File: src/rtl/servo_slew_ctrl.sv
// servo_slew_ctrl
// Command stage in front of the servo PWM generator. Takes an angle command
// over valid/ready, turns it into a target pulse width with a sequential
// shift-add multiply, and slews on_period toward that target by at most
// STEP clocks once per frame. on_period only moves on the frame wrap, so the
// generator never sees a width change in the middle of a frame.
//
// Ports:
//   clk, rst      clock, synchronous active-high reset
//   cmd_valid     command present
//   cmd_angle     commanded angle code, unsigned, ANGLE_W bits
//   cmd_ready     block can accept a command (IDLE and not in reset)
//   total_dur     generator period minus one, constant FRAME_TICKS-1
//   on_period     current slewed pulse width, in clocks
//   frame_start   one-cycle pulse on the first cycle of each frame
//   settled       registered on_period == target
module servo_slew_ctrl #(
  parameter int FRAME_TICKS = 1000000,
  parameter int MIN_PULSE   = 50000,
  parameter int MAX_PULSE   = 100000,
  parameter int STEP        = 500,
  parameter int ANGLE_W     = 8
) (
  input  logic               clk,
  input  logic               rst,
  input  logic               cmd_valid,
  input  logic [ANGLE_W-1:0] cmd_angle,
  output logic               cmd_ready,
  output logic [31:0]        total_dur,
  output logic [31:0]        on_period,
  output logic               frame_start,
  output logic               settled
);

  localparam int          AW      = 32 + ANGLE_W;
  localparam int          CW      = $clog2(ANGLE_W + 1);
  localparam logic [31:0] SPAN    = 32'(MAX_PULSE - MIN_PULSE);
  localparam logic [31:0] MIN32   = 32'(MIN_PULSE);
  localparam logic [31:0] MID     = MIN32 + (SPAN >> 1);
  localparam logic [31:0] LAST    = 32'(FRAME_TICKS - 1);
  localparam logic [31:0] STEP32  = 32'(STEP);
  localparam logic [CW-1:0] LAST_IT = CW'(ANGLE_W - 1);

  typedef enum logic [1:0] {IDLE, CALC, LOAD} state_t;

  state_t             state, state_nx;
  logic [CW-1:0]      it;
  logic [AW-1:0]      acc;
  logic [AW-1:0]      mcand;
  logic [ANGLE_W-1:0] mplier;
  logic [31:0]        target;
  logic [31:0]        frame_cnt;
  logic               wrap;
  logic               accept;
  logic [31:0]        up_d, dn_d;

  assign total_dur = LAST;
  assign wrap      = (frame_cnt == LAST);
  assign accept    = (state == IDLE) && cmd_valid && !rst;
  assign up_d      = target - on_period;
  assign dn_d      = on_period - target;

  // The low ANGLE_W product bits are the fraction discarded by the >> ANGLE_W.
  logic unused_acc_lsb;
  assign unused_acc_lsb = ^acc[ANGLE_W-1:0];

  // ---------------------------------------------------------------- FSM
  always_ff @(posedge clk) begin
    if (rst) state <= IDLE;
    else     state <= state_nx;
  end

  always_comb begin
    state_nx  = state;
    cmd_ready = 1'b0;
    case (state)
      IDLE: begin
        // Gated by rst so ready stays low while reset is held.
        cmd_ready = !rst;
        if (cmd_valid && !rst) state_nx = CALC;
      end
      CALC:    if (it == LAST_IT) state_nx = LOAD;
      LOAD:    state_nx = IDLE;
      default: state_nx = IDLE;
    endcase
  end

  // ------------------------------------------------- shift-add multiply
  // LSB first: the multiplicand shifts left each iteration and is added
  // whenever the current multiplier bit is set.
  always_ff @(posedge clk) begin
    if (rst) begin
      acc    <= '0;
      mcand  <= '0;
      mplier <= '0;
      it     <= '0;
      target <= MID;
    end else begin
      case (state)
        IDLE: if (accept) begin
          acc    <= '0;
          mcand  <= AW'(SPAN);
          mplier <= cmd_angle;
          it     <= '0;
        end
        CALC: begin
          if (mplier[0]) acc <= acc + mcand;
          mcand  <= mcand << 1;
          mplier <= mplier >> 1;
          it     <= it + 1'b1;
        end
        LOAD:    target <= MIN32 + acc[ANGLE_W +: 32];
        default: ;
      endcase
    end
  end

  // ------------------------------------------------ frame counter / slew
  // frame_start is the registered wrap, so it is high exactly while the
  // counter sits at 0 after a wrap, but not in the first cycle after reset.
  // The slew uses the target as registered before this edge; a target loaded
  // on the same edge is picked up at the following wrap.
  always_ff @(posedge clk) begin
    if (rst) begin
      frame_cnt   <= '0;
      on_period   <= MID;
      frame_start <= 1'b0;
      settled     <= 1'b1;
    end else begin
      frame_start <= wrap;
      settled     <= (on_period == target);
      if (wrap) begin
        frame_cnt <= '0;
        if (on_period < target)
          on_period <= on_period + ((up_d < STEP32) ? up_d : STEP32);
        else if (on_period > target)
          on_period <= on_period - ((dn_d < STEP32) ? dn_d : STEP32);
      end else begin
        frame_cnt <= frame_cnt + 32'd1;
      end
    end
  end

endmodule

File: config.mk
export PLATFORM = sky130hd
export DESIGN_NAME = servo_slew_ctrl
export DESIGN_NICKNAME = d
export VERILOG_FILES = /design/src/rtl/servo_slew_ctrl.sv
export SDC_FILE = /design/constraint.sdc
export NUM_CORES = 1
export LEC_CHECK = 0
export ABC_AREA = 1
export CORE_MARGIN = 1.5
export CORE_UTILIZATION = 56
export DETAILED_ROUTE_END_ITERATION = 10
export PLACE_DENSITY_LB_ADDON = 0.3
export SLEW_MARGIN = 20
export SYNTH_ARGS = -nofsm -noshare
export SYNTH_HDL_FRONTEND = slang
export SYNTH_SLANG_ARGS = --single-unit
File: constraint.sdc
create_clock -name clk -period 4.6 [get_ports clk]
set_clock_uncertainty 0.15 [all_clocks]
set_input_delay 0.92 -clock clk [delete_from_list [all_inputs] [get_ports clk]]
set_output_delay 0.92 -clock clk [all_outputs]
set_load 0.05 [all_outputs]
==> results.txt <==
The maximum clock path buffer count was 2. The worst hold path belongs to the class flip-flop to flip-flop. The worst register-to-register path has a setup slack of -0.97 ns. In this run the clock root is driven by a sky130_fd_sc_hd__clkbuf_16. The detailed-route vias per instance was 5.69. The tools report the capturing point of the worst reg2reg path as on_period[31]$_SDFFE_PP0P_. The tools report the critical path startpoint category as a flip-flop. Internal power component: 2.41 mW. Per report_power, the clock group accounts for 45.3% of the total. After floorplanning, the core was divided into 61 placement rows. The switching power was 1.04 mW.

The cell taking the most area after synthesis is sky130_fd_sc_hd__dfxtp_1. The synthesized design contains 0 enable-type register cells. From left edge to right edge, the die measures 171 um.

For this run, the leading register cell type out of synthesis is sky130_fd_sc_hd__dfxtp_1. The antenna diode count was 0; the count of fill cells added during filler insertion was 2057. The number of buffer cells added on primary ports is 45.

The kind of critical path is flip-flop to flip-flop. The logs give 27800 sq um for the standard cell core area and 37.1% for the total routing usage reported by global routing. For the number of global-route vias before repair, the log shows 16979. Data arrives at the worst endpoint at 5.82 ns. The detailed router finished its first iteration with 1677 violations.

Sorting the synthesized cells by area gives the leading types as sky130_fd_sc_hd__dfxtp_1, sky130_fd_sc_hd__nand2_1, sky130_fd_sc_hd__ha_1. By count the netlist is led by sky130_fd_sc_hd__nand2_1, sky130_fd_sc_hd__inv_1, sky130_fd_sc_hd__a21oi_1, sky130_fd_sc_hd__dfxtp_1, sky130_fd_sc_hd__nor2_1. Based on the critical path, the design can be clocked at up to 180 MHz.

The tools report the final setup slack of the worst path as -0.968 ns. The netlist uses 57 different library cells. In this run the biggest area consumer among cell types represents 23.3% of the synthesized area.

The number of pins exceeding their max-slew limit in the final report was 0; the global-route wire length before repair was 85100 um. Of the cells placed in the final design, the portion with a size suffix greater than 1 is 28.1%. The startpoint identified for the worst hold timing path is frame_cnt[0]$_SDFF_PP0_. The floorplan step defined a die boundary enclosing 29200 sq um. The launch instance of the worst register-to-register path was on_period[0]$_SDFFE_PP0P_. Among all stages on the critical path, the largest delay is contributed by sky130_fd_sc_hd__dfxtp_4. The share of total power dissipated in sequential elements is 46.8%. Setup violations remaining at the end of the flow were counted as 28.

The tool flagged a number of max-cap violations equal to 0. Depth of the worst register-to-register path: 36. The number of instances on the worst hold path is 1, and the post-synthesis cell count is 2510. In this run, synthesis produced a sequential element count of 184.

For the worst hold margin, the log shows 0.297 ns. For this run, the post-layout net count is 3032. Together, buffers and inverters on the worst path number 7.

Required time of the worst setup path: 4.85 ns. In this design, the largest share of critical-path delay is due to simple AND/OR/NAND/NOR gates. IR analysis of the VDD net gives a maximum drop of 315 uV. The transition at the pin with the smallest max-transition slack is 1.07 ns, and the switching share of total power is 30.1%.

The tools report the overall power consumption as 3.45 mW. The initial utilization of the core area, before any placement, comes to 56.8%. The tools report the post-route antenna net violation count as 0. After synthesis, flip-flops and latches occupy 23.3% of the total area.

The run gives 0 as the DRC violations left. The half-perimeter wire length after placement is 41000 um, and the maximum net fanout on the critical path is 4. The worst hold path terminates at frame_cnt[0]$_SDFF_PP0_. Entering global routing, the biggest net connects 80 pins. The mapped netlist covers 15800 sq um. For the via total after detailed routing, the log shows 18620. The maximum cell stage delay along the critical path is 0.37 ns. Global routing finished with a remaining overflow of 0.

The run finished, with violations left. In the post-synthesis netlist, the cell with the most instances is sky130_fd_sc_hd__nand2_1. The number of hold buffers added after CTS was 0. TritonCTS built the clock tree. The vertical die dimension works out to 171 um.

The combinational power share came out at 7.9%. The run gives 184 as the CTS sink count. The post-synthesis to final-layout area growth is 37.4%, and the number of levels the H-tree was split into is 4. Summed over all cells, the static leakage comes to 10.4 nW. At the end of routability-driven placement, the weighted congestion stood at 1.01. Dividing the detail-routed wire length by the instance count gives 18.0 um. Setup repair after global routing could not meet its margin everywhere. The tools report the wire length reported by the detailed router as 59000 um. The final clock period utilization by the worst path was 121%. Type of destination of the critical path: a flip-flop.

During I/O placement, the number of pins put on the boundary was 78. In the synthesized netlist the async set-or-reset flop fraction comes to 0%. For the number of iterations in the first detailed-routing pass, the log shows 8. The normalized max-slew margin is 28.5%. Yosys printed 0 warnings.

Subtracting the final worst setup slack from the clock period gives 5.57 ns. Number of antenna violations at the first check in global routing: 0. Counting stages on the worst path, the most repeated cell is sky130_fd_sc_hd__nand2_2. Clock-pin slew was measured on the worst setup and hold paths at 0.08 ns. The final number of hold-violating endpoints is 0. A synthesized cell averages 6.29 sq um. The number of clock buffers added by TritonCTS is 17. The clock latency reported for the late side of the worst-skew pair was 0.47 ns. In this run the power density over the cells is 159 nW/um^2. The final reports fail on negative setup slack.
-- layer usage --
metal  wire length (um)  track usage [%]  vias to the layer above
met4               2720             14.3                        0
li1                   -                -                     8891
met2              27000             62.2                      876
met1              24200             48.5                     8639
met3               4990             4.81                      214
met5                  0                0                        -
-- cell usage in the layout, fill, tap and decap left out, types with 32 or more instances in the layout --
cell type                         synthesis  final
sky130_fd_sc_hd__nand2_1                678    604
sky130_fd_sc_hd__buf_4                   35    346
sky130_fd_sc_hd__inv_1                  357    343
sky130_fd_sc_hd__a21oi_1                281    234
sky130_fd_sc_hd__dfxtp_1                184    148
sky130_fd_sc_hd__o21ai_0                144    127
sky130_fd_sc_hd__nor2_1                 145    119
sky130_fd_sc_hd__ha_1                   133     89
sky130_fd_sc_hd__nand3_1                100     80
sky130_fd_sc_hd__nand2_2                 18     78
sky130_fd_sc_hd__xor2_1                  50     45
sky130_fd_sc_hd__clkdlybuf4s50_1          0     44
sky130_fd_sc_hd__a21oi_2                  0     37
sky130_fd_sc_hd__ha_4                     0     37
sky130_fd_sc_hd__nor2_2                  21     33
sky130_fd_sc_hd__conb_1                   2     32
-- cells by family (layout without fill, tap and decap cells) --
kind of cell	Yosys count	after routing	share of synthesized area (%)
XOR/XNOR	74	74	4.11
adder cells (fa/ha/maj)	137	137	11.0
AO/OA/AOI/OAI	546	546	19.1
AND/OR/NAND/NOR	1096	1096	30.2
other	2	32	0.0476
buffers and inverters	471	828	12.2
flip-flops	184	184	23.3
-- sequential cells by signal, summed over array words and instances (netlist names) --
register,cells
mplier,8
target,32
acc,36
state,2
mcand,36
frame_start,1
settled,1
it,4
frame_cnt,32
on_period,32
-- stage by stage --
step	instance area, sq um	instances	utilization [%]	TNS [ns]	setup slack, ns
detailed placement	19200	3190	69.0	-14.52	-0.898
floorplan	16300	2540	-	-0.596	-0.115
CTS	20500	3249	73.8	-7.67	-0.508
global placement	19200	3190	69.0	-13.25	-0.835
global route	21700	3275	78.1	-22.19	-1.14
finish	21700	3275	78.1	-18.27	-0.968
-- power groups by stage --
| stage | Sequential [mW] | Combinational [mW] | Clock, mW |
|---|---|---|---|
| 3_5_place_dp | 1.65 | 0.256 | 0 |
| 3_3_place_gp | 1.65 | 0.249 | 0 |
| 4_1_cts | 1.61 | 0.261 | 1.57 |
| 2_1_floorplan | 1.65 | 0.214 | 0 |
| 6_report | 1.61 | 0.273 | 1.56 |
| 5_1_grt | 1.62 | 0.295 | 1.62 |
-- final cells by class --
| type | count | area (sq um) | area share, % |
|---|---|---|---|
| repair buffers | 422 | 3430 | 15.8 |
| inverters | 374 | 1420 | 6.55 |
| clock buffers | 17 | 425 | 1.96 |
| well taps | 378 | 473 | 2.18 |
| flip-flops and latches | 184 | 3800 | 17.5 |
| clock inverters | 15 | 185 | 0.854 |
| multi-input cells | 1885 | 12000 | 55.1 |
-- worst max path at each step --
stage / startpoint / to / slack [ns] / depth (start not counted)
global placement: on_period[0]$_SDFFE_PP0P_ / on_period[30]$_SDFFE_PP0P_ / -0.84 / 35
global route: on_period[4]$_SDFFE_PP1P_ / on_period[29]$_SDFFE_PP0P_ / -1.14 / 35
detailed placement: on_period[0]$_SDFFE_PP0P_ / on_period[28]$_SDFFE_PP0P_ / -0.90 / 34
CTS: on_period[0]$_SDFFE_PP0P_ / on_period[31]$_SDFFE_PP0P_ / -0.51 / 37
finish: on_period[0]$_SDFFE_PP0P_ / on_period[31]$_SDFFE_PP0P_ / -0.97 / 36
floorplan: on_period[0]$_SDFFE_PP0P_ / on_period[25]$_SDFFE_PP0P_ / -0.12 / 37
-- what timing repair did --
| item | in CTS | in global routing |
|---|---|---|
| pin swaps | 78 | 70 |
| resized for setup | 132 | 208 |
| setup buffers | 29 | 26 |
| endpoints found under the setup margin | 29 | 30 |
Note: power is estimated with default switching activity, not from simulation.
==> RTL change 1 (config.mk and constraints unchanged) <==
`ANGLE_W`: 8 -> 16.
--- a/src/rtl/servo_slew_ctrl.sv
+++ b/src/rtl/servo_slew_ctrl.sv
@@ -19,7 +19,7 @@
   parameter int MIN_PULSE   = 50000,
   parameter int MAX_PULSE   = 100000,
   parameter int STEP        = 500,
-  parameter int ANGLE_W     = 8
+  parameter int ANGLE_W     = 16
 ) (
   input  logic               clk,
   input  logic               rst,
Ports: changed (resized cmd_angle); port bits go from 78 to 86. No check against the original RTL was run, so the function may have changed too.
==> RTL change 1 against the original RTL <==
The flow still finishes with violations (negative setup slack). Hold slack improved by 22 ps. Sequential share of layout area grew 0.70 points. Area after synthesis up 11%. Via count increased by 8.5%. Combinational power fell by 1%. First-iteration DRC count is 4.5% lower. Count of clock-buffer cells in the layout rose by 19. Routed wire length rose by 4.5%. Total power increased by 21%. Worst setup slack better by 85 ps. Cell area increased by 8.8%. Sequential cell count rose by 25. Global-route usage decreased by 1.6 points.
==> RTL change 1: results (changes against the original RTL) <==
The post-synthesis instance total came out at 2,767 (+10%). The HPWL reported at the end of detailed placement came out at 46,100 um (+12%). The sum of routed wire segments on met1 came out at 25,600 um (+5.6%).

The highest cell delay on the worst timing path is 410 ps (+40 ps). The global-route track usage on met1 came to 0.448 (-0.0373). The number of cells after detailed placement is 3,508 (+10%). The final reports fail on negative setup slack. The count of nets after finishing is 3,349 (+10%). The final total power came out at 4.15 mW (+21%).

By area the synthesized netlist is led by dfxtp_1 24%, nand2_1 14%, ha_1 10%. The flow ran to the end, but the final reports show violations. The maximum VDD drop came out at 0.308 mV (-2.0%). The final routed wirelength across all metal layers is 61,600 um (+4.5%). The vias after detailed routing is 20.2k (+8.5%). On the critical path, the stage with the largest delay is an instance of fa_2. The insertion delay of the later-clocked pin in the worst-skew pair came to 560 ps (+90 ps). The number of violations reported at the end of detailed-routing iteration 0 was 1,601 (-4.5%).

The final total negative setup slack is -17,700 ps (+568 ps). The largest registers in the layout are acc: 44 flops, mcand: 44 flops. The routed length on met3 came out at 4220 um (-15%).

The final worst setup slack was -883 ps (+85.4 ps). The fraction of power consumed by combinational cells came out at 0.065 (-0.014). The total CTS buffers came out at 25 (+8). The post-synthesis sequential area ratio came out at 0.240 (+0.00651). The met2 routing resource usage after global routing was 0.636 (+0.0139). The total cell area at the placement stage is 21,400 um2 (+12%).

The number of setup violations in the final report came to 28 (unchanged).
==> RTL change 1: changes by cell type in the layout (fill, tap and decap cells not counted), sizes merged, moves of 32 or more <==
cell / delta
nand2: -47
nor2: +56
o21ai: +32
buf: +37
inv: +65
o32ai: +32
==> RTL change 1: worst register-to-register path, delay by kind of cell (launching register included) <==
| family | cells | cell delay, ps |
|---|---|---|
| and+or+nand+nor | 21 | 2050 |
| AOI/OAI and AO/OA | 9 | 1010 |
| buffers and inverters | 8 | 950 |
| adders and majority gates | 3 | 870 |
| DFF | 1 | 360 |
==> RTL change 1: repair_timing <==
action,4_1_cts,5_1_grt
setup buffers,27,21
pin swaps,44,55
gates resized for setup,139,109
setup endpoints to repair,28,28
==> RTL change 1: worst paths after layout <==
check	start	to	cells past startpoint
setup / recovery	on_period[0]	on_period[26]	41
hold / removal	mcand[4]	mcand[4]	2
setup reg to reg	on_period[0]	on_period[26]	41
hold reg to reg	mcand[4]	mcand[4]	2
==> RTL change 1: logic make-up (layout without fill, tap and decap cells) <==
| logic type | Yosys count | count (layout) | synth area share |
|---|---|---|---|
| buf+inv | 551 | 953 | 0.127 |
| fa+ha+maj | 146 | 146 | 0.106 |
| flops | 209 | 209 | 0.240 |
| compound gates | 633 | 633 | 0.205 |
| simple gates | 1145 | 1145 | 0.280 |
| other cells | 2 | 32 | 0.000431 |
| xor+xnor | 81 | 81 | 0.0407 |
==> RTL change 1: final cells by class <==
type                       count  area, um2
clock inverter                 6       96.3
sequential                   209       4300
tap                          396        495
timing repair buffer         467       3760
multi-input combinational   2037      12500
fill                        2338       6980
inverter                     444       1680
clock buffer                  36        737
==> RTL change 2 (same settings) <==
Made on the original files. Register the output `settled` once more, with the module's reset; this adds one clock of latency there. The other outputs are not delayed to match. Comments in the files are not updated.
--- a/src/rtl/servo_slew_ctrl.sv
+++ b/src/rtl/servo_slew_ctrl.sv
@@ -42,6 +42,8 @@
   localparam logic [CW-1:0] LAST_IT = CW'(ANGLE_W - 1);
 
   typedef enum logic [1:0] {IDLE, CALC, LOAD} state_t;
+
+  logic settled_s0;
 
   state_t             state, state_nx;
   logic [CW-1:0]      it;
@@ -125,10 +127,10 @@
       frame_cnt   <= '0;
       on_period   <= MID;
       frame_start <= 1'b0;
-      settled     <= 1'b1;
+      settled_s0  <= 1'b1;
     end else begin
       frame_start <= wrap;
-      settled     <= (on_period == target);
+      settled_s0  <= (on_period == target);
       if (wrap) begin
         frame_cnt <= '0;
         if (on_period < target)
@@ -141,5 +143,13 @@
     end
   end
 
+  always_ff @(posedge clk) begin
+    if (rst) begin
+      settled <= '0;
+    end else begin
+      settled <= settled_s0;
+    end
+  end
+
 endmodule
 
Behaviour: not the same (Yosys sat finds a counterexample within 4 cycles, from zero or initial values and one cycle with rst high).
==> RTL change 2 against the original RTL <==
The flow still finishes with violations (negative setup slack). Worst setup slack improved by 140 ps. Total power fell by 2.7%. Routed wire length fell by 7.6%. Sequential cell count rose by 1. Area after synthesis barely moved. Global-route usage fell by 1.0 points. Cell area fell by 2.6%. First-iteration DRC count fell by 17%. Critical path type unchanged. Critical endpoint is now on_period[23].
==> RTL change 2: results (changes against the original RTL) <==
The count of distinct cell types in the synthesized netlist is 50 (-12%). The count of cells along the worst hold path is 1 (unchanged). The final worst setup slack was -833 ps (+135 ps).

The largest net degree at the start of global routing came out at 83 (+3.8%). The number of cells after detailed placement came to 3,200 (+0.31%). The number of global-route vias before repair is 16.8k (-1.3%).

The post-synthesis async set-or-reset flop share came out at 0 (unchanged). The highest net fanout along the worst path is 5 (+1). The critical-path cell with the highest stage delay is dfxtp_4. The insertion delay of the later-clocked pin in the worst-skew pair came out at 470 ps (about the same). The depth of the worst register-to-register path came out at 36 (unchanged). The number of setup violations in the final report came to 25 (-11%). Ranked by instance count, the synthesized netlist is headed by 649 x nand2_1, 366 x inv_1, 278 x a21oi_1. The count of nets after finishing came out at 3,023 (-0.30%). For this run, the slowest stage of the critical path takes about 360 ps. The iteration count of the initial detailed-routing pass came to 5 (-3). The class of the tightest hold or removal check is reg2reg. The initial antenna violation count is 0 (unchanged). The total CTS buffers was 17 (unchanged). The HPWL reported at the end of detailed placement is 41,700 um (+1.7%). The synthesized area per cell came out at 6.31 um2 (+0.28%). The flow ran to the end, but the final reports show violations. The global-route usage over all layers came to 0.361 (-0.0104). The via density per instance was 5.49 (-3.4%). The leakage power figure came out at 10.3 nW (-0.81%). The final routed wirelength across all metal layers came to 54,500 um (-7.6%). The number of diodes is 0 (unchanged). The final cell count without fillers was 3,266 (-0.27%). The endpoint identified for the worst register-to-register timing path is on_period[23]. The H-tree depth was 4 (unchanged). The maximum VDD drop came to 0.344 mV (+9.2%). The endpoint arrival time on the critical path is 5620 ps (-200 ps). The global-route wire length before repair came out at 82,400 um (-3.2%). The fraction of final layout cells sized beyond drive strength 1 came out at 0.257 (-0.0244). The worst hold path terminates at frame_cnt[0]. The final weighted congestion in routability-driven placement is 1.03 (+1.9%). The internal power contribution came to 2.38 mW (-1.1%). The checks that failed: negative setup slack. In this run the critical register-to-register path is launched from on_period[13]. The headroom to the max-slew limit is 0.270 (-0.0151).

Among all flip-flop cells after synthesis, the most frequent one is dfxtp_1. The number of violations reported at the end of detailed-routing iteration 0 came to 1,395 (-17%). In this run the most critical hold path is launched from frame_cnt[0]. The number of enable-type register cells in the synthesized netlist is 0 (unchanged). The total cell area at the placement stage is 19,200 um2 (+0.31%). The post-synthesis sequential area ratio came to 0.235 (+0.00145). Sorting the synthesized cells by area gives the leading types as dfxtp_1 23%, nand2_1 15%, ha_1 11%. The final worst hold slack came out at 290 ps (-7.14 ps).
## RTL change 2: cell types whose count changed after synthesis, sizes merged, moves of 5 or more
| cell | before | now |
|---|---|---|
| nor2 | 174 | 161 |
| nand2 | 700 | 664 |
| inv | 366 | 371 |
| nand3 | 102 | 113 |
| nand4 | 32 | 38 |
| o21ai | 153 | 166 |
| xor2 | 50 | 59 |
## RTL change 2: cell families (layout without fill, tap and decap cells)
logic type | count (synthesis) | in the layout | synth area share
adder cells (fa/ha/maj) | 137 | 137 | 0.111
buffers and inverters | 477 | 834 | 0.124
other | 2 | 32 | 0.000476
XOR/XNOR | 80 | 80 | 0.0444
flip-flops | 185 | 185 | 0.235
AO/OA/AOI/OAI | 558 | 558 | 0.195
AND/OR/NAND/NOR | 1062 | 1062 | 0.291
## RTL change 2: final cells by class
class                   count  area (um2)
well taps                 378         473
flip-flops and latches    185        3830
clock buffers              18         429
fillers                  2238        6660
multi-input cells        1869       11400
clock inverters            14         139
repair buffers            425        3420
inverters                 377        1430
## RTL change 2: critical path: cells and delay by family (launching register included)
family	cells	cell delay, ps
compound gates	9	1520
xor+xnor	1	120
fa+ha+maj	3	720
buf+inv	7	790
flops	1	360
simple gates	16	1620
## RTL change 2: power groups by stage
stage	sequential, mW	combinational (mW)	clock [mW]
after floorplan	1.66	0.214	0
after global placement	1.66	0.251	0
after detailed placement	1.66	0.258	0
after CTS	1.62	0.260	1.48
after global routing	1.63	0.288	1.53
final	1.62	0.265	1.46
## RTL change 2: timing repair
action	4_1_cts	5_1_grt
gates cloned	0	0
resized for setup	96	185
endpoints found under the setup margin	28	29
setup buffers	14	22
pin swaps	50	83
## RTL change 2: metrics by stage
step	setup slack, ps	power (mW)	TNS (ps)	utilization
6_report	-833	3.35	-13330	0.760
3_3_place_gp	-923	1.91	-14520	0.692
5_1_grt	-1140	3.45	-19440	0.760
2_1_floorplan	-291	1.87	-2310	-
3_5_place_dp	-994	1.92	-16670	0.692
4_1_cts	-557	3.36	-8880	0.731
## RTL change 2: how the worst max path moves through the flow
stage | startpoint | to | depth (start not counted)
final | on_period[13] | on_period[23] | 36
after detailed placement | on_period[2] | on_period[28] | 32
after CTS | on_period[0] | on_period[31] | 37
after floorplan | on_period[0] | on_period[31] | 40
after global routing | on_period[2] | on_period[23] | 41
after global placement | on_period[13] | on_period[28] | 32
## RTL change 2: layer usage
layer  track usage  share of wire
met5             0              0
met2         0.622           0.47
met1         0.453           0.42
met4         0.163          0.041
met3        0.0393          0.061
